==> src/rtl/jp_multi_if.sv <==
// CPU-side register bus for jp_multi: write strobe, address, write data and read data.
interface jp_multi_if;
    logic        wr;
    logic [15:0] addr;
    logic [7:0]  din;
    logic [7:0]  dout;

    modport master (output wr, output addr, output din, input dout);
    modport slave  (input wr, input addr, input din, output dout);
endinterface

==> src/rtl/jp_multi.sv <==
// Multi-pad serial joypad scanner with NES-style strobe/shift CPU read registers.
module jp_multi #(
    parameter int unsigned NUM_PADS    = 2,
    parameter int unsigned NUM_BITS    = 8,
    parameter int unsigned CLK_DIV     = 16,
    parameter int unsigned IDLE_CYCLES = 256,
    parameter logic [15:0] BASE_ADDR   = 16'h4016
) (
    input  logic                clk,
    input  logic                rst,
    jp_multi_if.slave           bus,
    input  logic [NUM_PADS-1:0] jp_data,
    output logic                jp_clk,
    output logic                jp_latch,
    output logic                scan_done
);

    // One counter serves both the idle wait and the per-phase divider.
    localparam int unsigned CNT_MAX = (IDLE_CYCLES > CLK_DIV) ? IDLE_CYCLES : CLK_DIV;
    localparam int unsigned CW      = $clog2(CNT_MAX);
    localparam int unsigned IW      = (NUM_BITS > 1) ? $clog2(NUM_BITS) : 1;
    localparam logic [15:0] ADDR1   = BASE_ADDR + 16'd1;

    typedef enum logic [1:0] {StIdle, StLatch, StLow, StHigh} state_e;

    state_e        state_q, state_d;
    logic [CW-1:0] cnt_q, cnt_d;
    logic [IW-1:0] idx_q, idx_d;
    logic          phase_last, idle_last, bit_last, sample;

    logic [NUM_BITS-1:0] shadow_q [NUM_PADS];
    logic [NUM_BITS-1:0] shadow_d [NUM_PADS];
    logic [NUM_BITS-1:0] pad_q    [NUM_PADS];
    logic [NUM_BITS-1:0] rd_q     [NUM_PADS];
    logic [NUM_PADS-1:0] shift;
    logic                strobe_q;
    logic [15:0]         prev_addr_q;
    logic                odd_addr, rd_hit;
    logic [3:0]          lsb;
    logic                unused_din;

    assign phase_last = (cnt_q == CW'(CLK_DIV - 1));
    assign idle_last  = (cnt_q == CW'(IDLE_CYCLES - 1));
    assign bit_last   = (idx_q == IW'(NUM_BITS - 1));

    // Scanner state register; jp_clk/jp_latch are registered from the next state.
    always_ff @(posedge clk or posedge rst) begin
        if (rst) begin
            state_q  <= StIdle;
            cnt_q    <= '0;
            idx_q    <= '0;
            jp_clk   <= 1'b0;
            jp_latch <= 1'b0;
        end else begin
            state_q  <= state_d;
            cnt_q    <= cnt_d;
            idx_q    <= idx_d;
            jp_clk   <= (state_d == StHigh);
            jp_latch <= (state_d == StLatch);
        end
    end

    always_comb begin
        state_d = state_q;
        cnt_d   = cnt_q + CW'(1);
        idx_d   = idx_q;
        unique case (state_q)
            StIdle: if (idle_last) begin
                state_d = StLatch;
                cnt_d   = '0;
                idx_d   = '0;
            end
            StLatch: if (phase_last) begin
                state_d = StLow;
                cnt_d   = '0;
            end
            StLow: if (phase_last) begin
                state_d = bit_last ? StIdle : StHigh;
                cnt_d   = '0;
            end
            StHigh: if (phase_last) begin
                state_d = StLow;
                cnt_d   = '0;
                idx_d   = idx_q + IW'(1);
            end
            default: state_d = StIdle;
        endcase
    end

    always_comb begin
        sample    = (state_q == StLow) && phase_last;
        scan_done = sample && bit_last;
    end

    // Final sample and commit share a cycle, so commit takes the merged shadow word.
    always_comb begin
        for (int p = 0; p < NUM_PADS; p++) begin
            shadow_d[p] = shadow_q[p];
            if (sample) shadow_d[p][idx_q] = ~jp_data[p];
        end
    end

    assign odd_addr = (bus.addr == ADDR1);
    assign rd_hit   = !bus.wr && ((bus.addr == BASE_ADDR) || odd_addr) &&
                      (bus.addr != prev_addr_q);

    always_comb begin
        for (int p = 0; p < NUM_PADS; p++) begin
            shift[p] = rd_hit && (((p % 2) == 1) == odd_addr);
        end
    end

    always_ff @(posedge clk or posedge rst) begin
        if (rst) begin
            strobe_q    <= 1'b0;
            prev_addr_q <= 16'h0000;
            for (int p = 0; p < NUM_PADS; p++) begin
                shadow_q[p] <= '0;
                pad_q[p]    <= '0;
                rd_q[p]     <= '0;
            end
        end else begin
            prev_addr_q <= bus.addr;
            if (bus.wr && (bus.addr == BASE_ADDR)) strobe_q <= bus.din[0];
            for (int p = 0; p < NUM_PADS; p++) begin
                shadow_q[p] <= shadow_d[p];
                if (scan_done) pad_q[p] <= shadow_d[p];
                if (strobe_q) rd_q[p] <= pad_q[p];
                else if (shift[p]) rd_q[p] <= {1'b1, rd_q[p][NUM_BITS-1:1]};
            end
        end
    end

    for (genvar p = 0; p < 4; p++) begin : g_lsb
        if (p < NUM_PADS) begin : g_pad
            assign lsb[p] = rd_q[p][0];
        end else begin : g_none
            assign lsb[p] = 1'b0;
        end
    end

    assign bus.dout = (bus.addr == BASE_ADDR) ? {6'b0, lsb[2], lsb[0]} :
                      odd_addr                ? {6'b0, lsb[3], lsb[1]} : 8'h00;

    assign unused_din = ^bus.din[7:1];

endmodule
==> src/flat_wrapper.sv <==
// flat-port wrapper written by rule: the top's interface ports become plain ports
module jp_multi_flat 
#(
    parameter int unsigned NUM_PADS    = 2,
    parameter int unsigned NUM_BITS    = 8,
    parameter int unsigned CLK_DIV     = 16,
    parameter int unsigned IDLE_CYCLES = 256,
    parameter logic [15:0] BASE_ADDR   = 16'h4016
)
  (clk, rst, jp_data, jp_clk, jp_latch, scan_done, bus_wr, bus_addr, bus_din, bus_dout);
  jp_multi_if bus_i ();
  input  logic clk;
  input  logic rst;
  input  logic [NUM_PADS-1:0] jp_data;
  output logic jp_clk;
  output logic jp_latch;
  output logic scan_done;
  input wire logic [$bits(bus_i.wr)-1:0] bus_wr;
  input wire logic [$bits(bus_i.addr)-1:0] bus_addr;
  input wire logic [$bits(bus_i.din)-1:0] bus_din;
  output wire logic [$bits(bus_i.dout)-1:0] bus_dout;
  assign bus_i.wr = bus_wr;
  assign bus_i.addr = bus_addr;
  assign bus_i.din = bus_din;
  assign bus_dout = bus_i.dout;
  jp_multi #(.NUM_PADS(NUM_PADS), .NUM_BITS(NUM_BITS), .CLK_DIV(CLK_DIV), .IDLE_CYCLES(IDLE_CYCLES), .BASE_ADDR(BASE_ADDR)) u_core (.clk(clk), .rst(rst), .bus(bus_i), .jp_data(jp_data), .jp_clk(jp_clk), .jp_latch(jp_latch), .scan_done(scan_done));
endmodule
==> config.mk <==
export PLATFORM = sky130hd
export DESIGN_NAME = jp_multi_flat
export DESIGN_NICKNAME = d
export VERILOG_FILES = /design/src/rtl/jp_multi_if.sv /design/src/rtl/jp_multi.sv /design/src/flat_wrapper.sv
export SDC_FILE = /design/constraint.sdc
export NUM_CORES = 1
export LEC_CHECK = 0
export ABC_AREA = 1
export BUFFER_PORTS_ARGS = -buffer_cell sky130_fd_sc_hd__clkbuf_2
export CAP_MARGIN = 20
export CORE_UTILIZATION = 35
export CTS_BUF_LIST = sky130_fd_sc_hd__clkbuf_2
export DETAILED_ROUTE_END_ITERATION = 10
export GPL_ROUTABILITY_DRIVEN = 0
export HOLD_SLACK_MARGIN = 0.12
export PLACE_DENSITY = 0.6
export SYNTH_ARGS = -nofsm -noshare
export SYNTH_HDL_FRONTEND = slang
export SYNTH_SLANG_ARGS = --single-unit
==> constraint.sdc <==
create_clock -name clk -period 4.4 [get_ports clk]
set_input_delay 1.1 -clock clk [delete_from_list [all_inputs] [get_ports clk]]
set_output_delay 1.1 -clock clk [all_outputs]
set_load 0.02 [all_outputs]
=== Yosys cells after proc, flatten, opt, wreduce, memory -nomap -nowiden ===
Cells that the tools add are included.

* Word-level logic and storage cells: 73
* Output and inout port bits: 11
* Flip-flop bits (word level): 80
* Bits of input ports: 29

* Magnitude comparators: 2
* $add $sub $neg: 2
* Bitwise logic cells: 3
* Reductions and logical operators: 17
* Mux-type cells: 23
* Equality and inequality tests: 13

{| class="wikitable"
|+ Operator list
! cell !! number
|-
| $mux 8 || 9
|-
| $eq 16x15->1 const B || 2
|-
| $bwmux 8 || 2
|-
| $ne 16x16->1 || 1
|-
| $pmux 8 s2 || 1
|-
| $add 8x1->8 const B || 1
|-
| $eq 8x4->1 const B || 1
|-
| $eq 8x8->1 const B || 1
|-
| $logic_and 1x1->1 || 8
|-
| $mux 2 || 4
|-
| $eq 2x2->1 const B || 3
|-
| $mux 3 || 2
|-
| $pmux 2 s3 || 1
|-
| $pmux 3 s2 || 1
|-
| $reduce_bool 2->1 || 3
|-
| $eq 2x1->1 const B || 2
|-
| $lt 3x4->1 const B || 1
|-
| $ne 2x1->1 const B || 2
|-
| $add 3x1->3 const B || 1
|-
| $demux 1 s3 || 1
|-
| $eq 3x3->1 const B || 1
|-
| $ge 3x1->1 const B || 1
|-
| $not 1->1 || 3
|-
| $reduce_and 3->1 || 1
|-
| 6 further kinds || 7
|}

=== Longest topological paths before layout ===
* Word-level depth: 7
* Gate-level depth with buffers: 12
* Mapped depth without buffers: 12

=== Least setup slack after synthesis ===
No wires, ideal clock.

* Path type: input to output
* From: in bus_addr[14]
* To: out bus_dout[0]
* Required time: 3,300 ps
* Arrival: 1,786 ps
* Buffers on the path: 0
* Setup slack: 1,514 ps
* Stages: 7
* Cell sequence: inv_1 nor2_1 nand2_1 nor2_1 nand2_1 inv_1 a22o_1

* Longest elaborated chain between the ends: 3
* Elaborated cells between the ends (all ways): 4
* Those cells by class: 2 x eq/ne; 2 x mux

{| class="wikitable"
|+ Ends and longest elaborated chain
! element !! line !! source
|-
| from (decl) || flat_wrapper.sv:19 || <nowiki>input wire logic [$bits(bus_i.addr)-1:0] bus_addr;</nowiki>
|-
| $eq 16x15->1 || jp_multi.sv:103 || <nowiki>assign odd_addr = (bus.addr == ADDR1);</nowiki>
|-
| $mux 1 || jp_multi.sv:143 || <nowiki>odd_addr ? {6'b0, lsb[3], lsb[1]} : 8'h00;</nowiki>
|-
| $mux 8 (*) || jp_multi.sv:142 || <nowiki>assign bus.dout = (bus.addr == BASE_ADDR) ? {6'b0, lsb[2], lsb[0]} :</nowiki>
|-
| to (decl) || flat_wrapper.sv:21 || <nowiki>output wire logic [$bits(bus_i.dout)-1:0] bus_dout;</nowiki>
|}

Every way passes the cells marked *; elsewhere a longest branch is shown, timed or not.

=== Worst setup path after layout ===
* From: in bus_addr[11]
* To: out bus_dout[0]

Same word-level chain as after synthesis.

==> results.md <==
- Outcome: finished, final reports clean
- Fill cells: about 1200
- Initial Util: 36.22%
- CP Class: in2out
- Die Y-Extent: 108.2 µm
- Hold Slack: roughly 0.47 ns
- Multi-input gate area: 1645 µm²
- First-pass GRT wire length: 12720 µm
- Row count: 38
- M3 GR Usage: 4.461%
- GR peak layer: met2
- Drt drc: 0
- Max cap viols: 0
- CTS sink count: 80
- Reg clk slew, reported paths: 0.17 ns
- Fmax: 313.0 MHz
- Total power: 1.239 mW
- Setup TNS: 0 ns
- Syn Inst Count: 512
- CTS Buf Count: 9
- Max-slew violation count: 0
- Vias in the first global route: 2851
- Tcrit/Tclk final: 72.61%
- Post-Syn Area per Cell: 7.703 µm²
- Crit path capture type: output pin
- Postcts setup bufs: 0
- Post-Synth XOR/XNOR Area: less than 1%
- Top FF cell, synth: dfrtp_1
- Post-synth EDFFs: 0
- Core Area: approximately 11000 µm²
- Final Instance Area: 4339 µm²
- Seq/Total Area, Yosys: 50.76%
- Final non-filler cell total: 688
- HP Class: reg2reg
- Vias/cell: 4.334
- Ant diodes: 0
- Router iterations before antenna repair: 4
- Routing usage on met1: 16.49%
- Dpl hpwl: 5100 µm
- Longest Clk Path Bufs: 2
- Iter 0 DRT Violations: 89
- Yosys warning count: 0
- Final-stage net count: around 580
- Final hold vios: 0
- Max Clock Skew: 0.02490 ns
- PostCTS Resize Cnt: 0
- Asr flop ratio synth: 100.0%
- Share of cells above drive strength 1: 15.33%
- DIE WIDTH: approximately 110 µm
- Post-synthesis simple-gate area fraction: between 30% and 40%
- Io pins: 40
- Max VDD drop: 0.1324 mV
- Flip-flop and latch area: 2002 µm²
- Fin crit period: 3.195 ns
- Die ar.: 11700 µm²
- Cts hold-fix bufs: 0
- Placed Instances: 672
- Final ANT Viol Nets: 0
- Layout overhead on the synthesized area: 10.03%
- Largest net degree at the start of global routing: 54
- Final WL: 7239 µm
- Worst path required time: roughly 3.3 ns
- Routed vias: about 3000
- Port bufs: 25
- Post-synthesis mux area share: 0%
- Met2 Use GR: between 20% and 30%
- Lkg Pwr: 2.297 nW
- Adder-cell share of the synthesized area: 2.538%
- Worst Path Max Fanout: 4
- CTS tree: done
- #FFs+latches synth: 80
- Compound-Gate Fraction of Synth Area: 1.840%
- Critical Path AT: about 2.1 ns
- Netlist Area Pre-Place: 3944 µm²
- Pwr dens: 285.5 nW/µm²
- Placed cell area: approximately 4200 µm²
- Library cells used by synthesis: 34
- GRT Overall Usage: approximately 14%
- Unrepaired setup endpoints after global routing: false
- Setup Viol. Count Final: 0
- Root Driver: clkbuf_2
- Initial antenna violation count: 0
- Total grt overflow: 0
- Element type at the critical path start: input pin
- WL/cell: 10.52 µm
- Main combinational cell family by area after synthesis: simple AND/OR/NAND/NOR gates
- CTS H-tree lvls: 3
- Clk_lat worst skew: approximately 0.5 ns
-- layout make-up --
| type | count | share of cell area (%) |
|---|---|---|
| clock buffer | 10 | 1.153 |
| timing repair buffer | 28 | 3.691 |
| multi-input combinational | 363 | 37.92 |
| inverter | 62 | 5.392 |
| sequential | 80 | 46.14 |
| tap | 140 | 4.037 |
| clock inverter | 5 | 1.672 |
-- cells by family (layout without fill, tap and decap cells) --
| family | count (synthesis) | count (layout) |
|---|---|---|
| compound gates | 12 | 12 |
| xor+xnor | 3 | 3 |
| fa+ha+maj | 8 | 8 |
| buf+inv | 75 | 105 |
| flops | 80 | 80 |
| other cells | 1 | 7 |
| simple gates | 333 | 333 |
-- flip-flops by register name, summed over array words and instances (netlist names) --
signal / flops
u_core.jp_clk: 1
u_core.strobe_q: 1
u_core.pad_q: 16
u_core.shadow_q: 16
u_core.jp_latch: 1
u_core.cnt_q: 8
u_core.state_q: 2
u_core.lsb: 2
u_core.prev_addr_q: 16
u_core.idx_q: 3
u_core.rd_q: 14
-- Yosys cell counts (2+ instances only) --
| library cell | instances | area [µm²] |
|---|---|---|
| a21oi_1 | 5 | 25.02 |
| buf_4 | 8 | 60.06 |
| clkbuf_1 | 4 | 15.01 |
| dfrtp_1 | 80 | 2002 |
| ha_1 | 8 | 100.1 |
| inv_1 | 50 | 187.7 |
| inv_2 | 11 | 41.29 |
| nand2_1 | 238 | 893.4 |
| nand2_2 | 9 | 56.30 |
| nand2_4 | 2 | 22.52 |
| nand3_1 | 20 | 100.1 |
| nand3_2 | 2 | 20.02 |
| nor2_1 | 40 | 150.1 |
| nor2_2 | 10 | 62.56 |
| nor3_1 | 2 | 10.01 |
| o21ai_0 | 3 | 15.01 |
| or2_2 | 2 | 12.51 |
| xor2_1 | 2 | 17.52 |
-- critical path: stages --
cell,delay (ns)
clkbuf_2,0.11
nor2_1,0.12
nand2_1,0.06
nor2_1,0.17
nand2_1,0.14
inv_1,0.11
a22o_1,0.12
clkbuf_2,0.16
-- power breakdown --
part | leakage, nW | internal (mW) | switching (mW)
Combinational | 1.41 | 0.0195 | 0.0448
Clock | 0.0768 | 0.183 | 0.243
Sequential | 0.810 | 0.744 | 0.00385
-- placed cells by master, fill, tap and decap left out, types with 2 or more instances in the layout --
master / n
clkinv_1: 3
nand2_2: 9
clkinv_2: 2
conb_1: 7
a21oi_1: 5
nand2_4: 2
ha_1: 8
nor2_2: 10
o21ai_0: 3
inv_2: 11
nand3_2: 2
clkbuf_2: 35
buf_4: 2
nor2_1: 40
inv_1: 49
bufinv_16: 2
nor3_1: 2
xor2_1: 2
or2_2: 2
nand2_1: 238
nand3_1: 20
dfrtp_1: 80
-- final timing paths --
path	from	endpoint	slack, ns	depth (start not counted)
setup / recovery	bus_addr[11]	bus_dout[0]	1.21	8
hold / removal	u_core.cnt_q[0]	u_core.cnt_q[0]	0.47	1
setup reg to reg	u_core.state_q[0]	u_core.pad_q[7]	2.61	11
hold reg to reg	u_core.cnt_q[0]	u_core.cnt_q[0]	0.47	1
max in group asynchronous	rst	u_core.pad_q[9]	3.17	3
min in group asynchronous	rst	u_core.cnt_q[5]	0.53	2
-- stage by stage --
step                      setup slack [ns]  util (%)
after floorplan                      1.248         -
after global placement               1.177     38.54
after detailed placement             1.172     38.54
after CTS                            1.170     39.67
after global routing                 1.074     39.85
final                                1.205     39.85
-- per-layer routing --
layer  vias to the layer above  wire length [µm]  part of all wire (%)
li1                       1585                 -                     -
met1                      1346              3373                    47
met2                        42              3493                    48
met3                         9               295                   4.1
met4                         0                76                   1.0
met5                         -                 0                     0
Note: power is estimated with default switching activity, not from simulation.
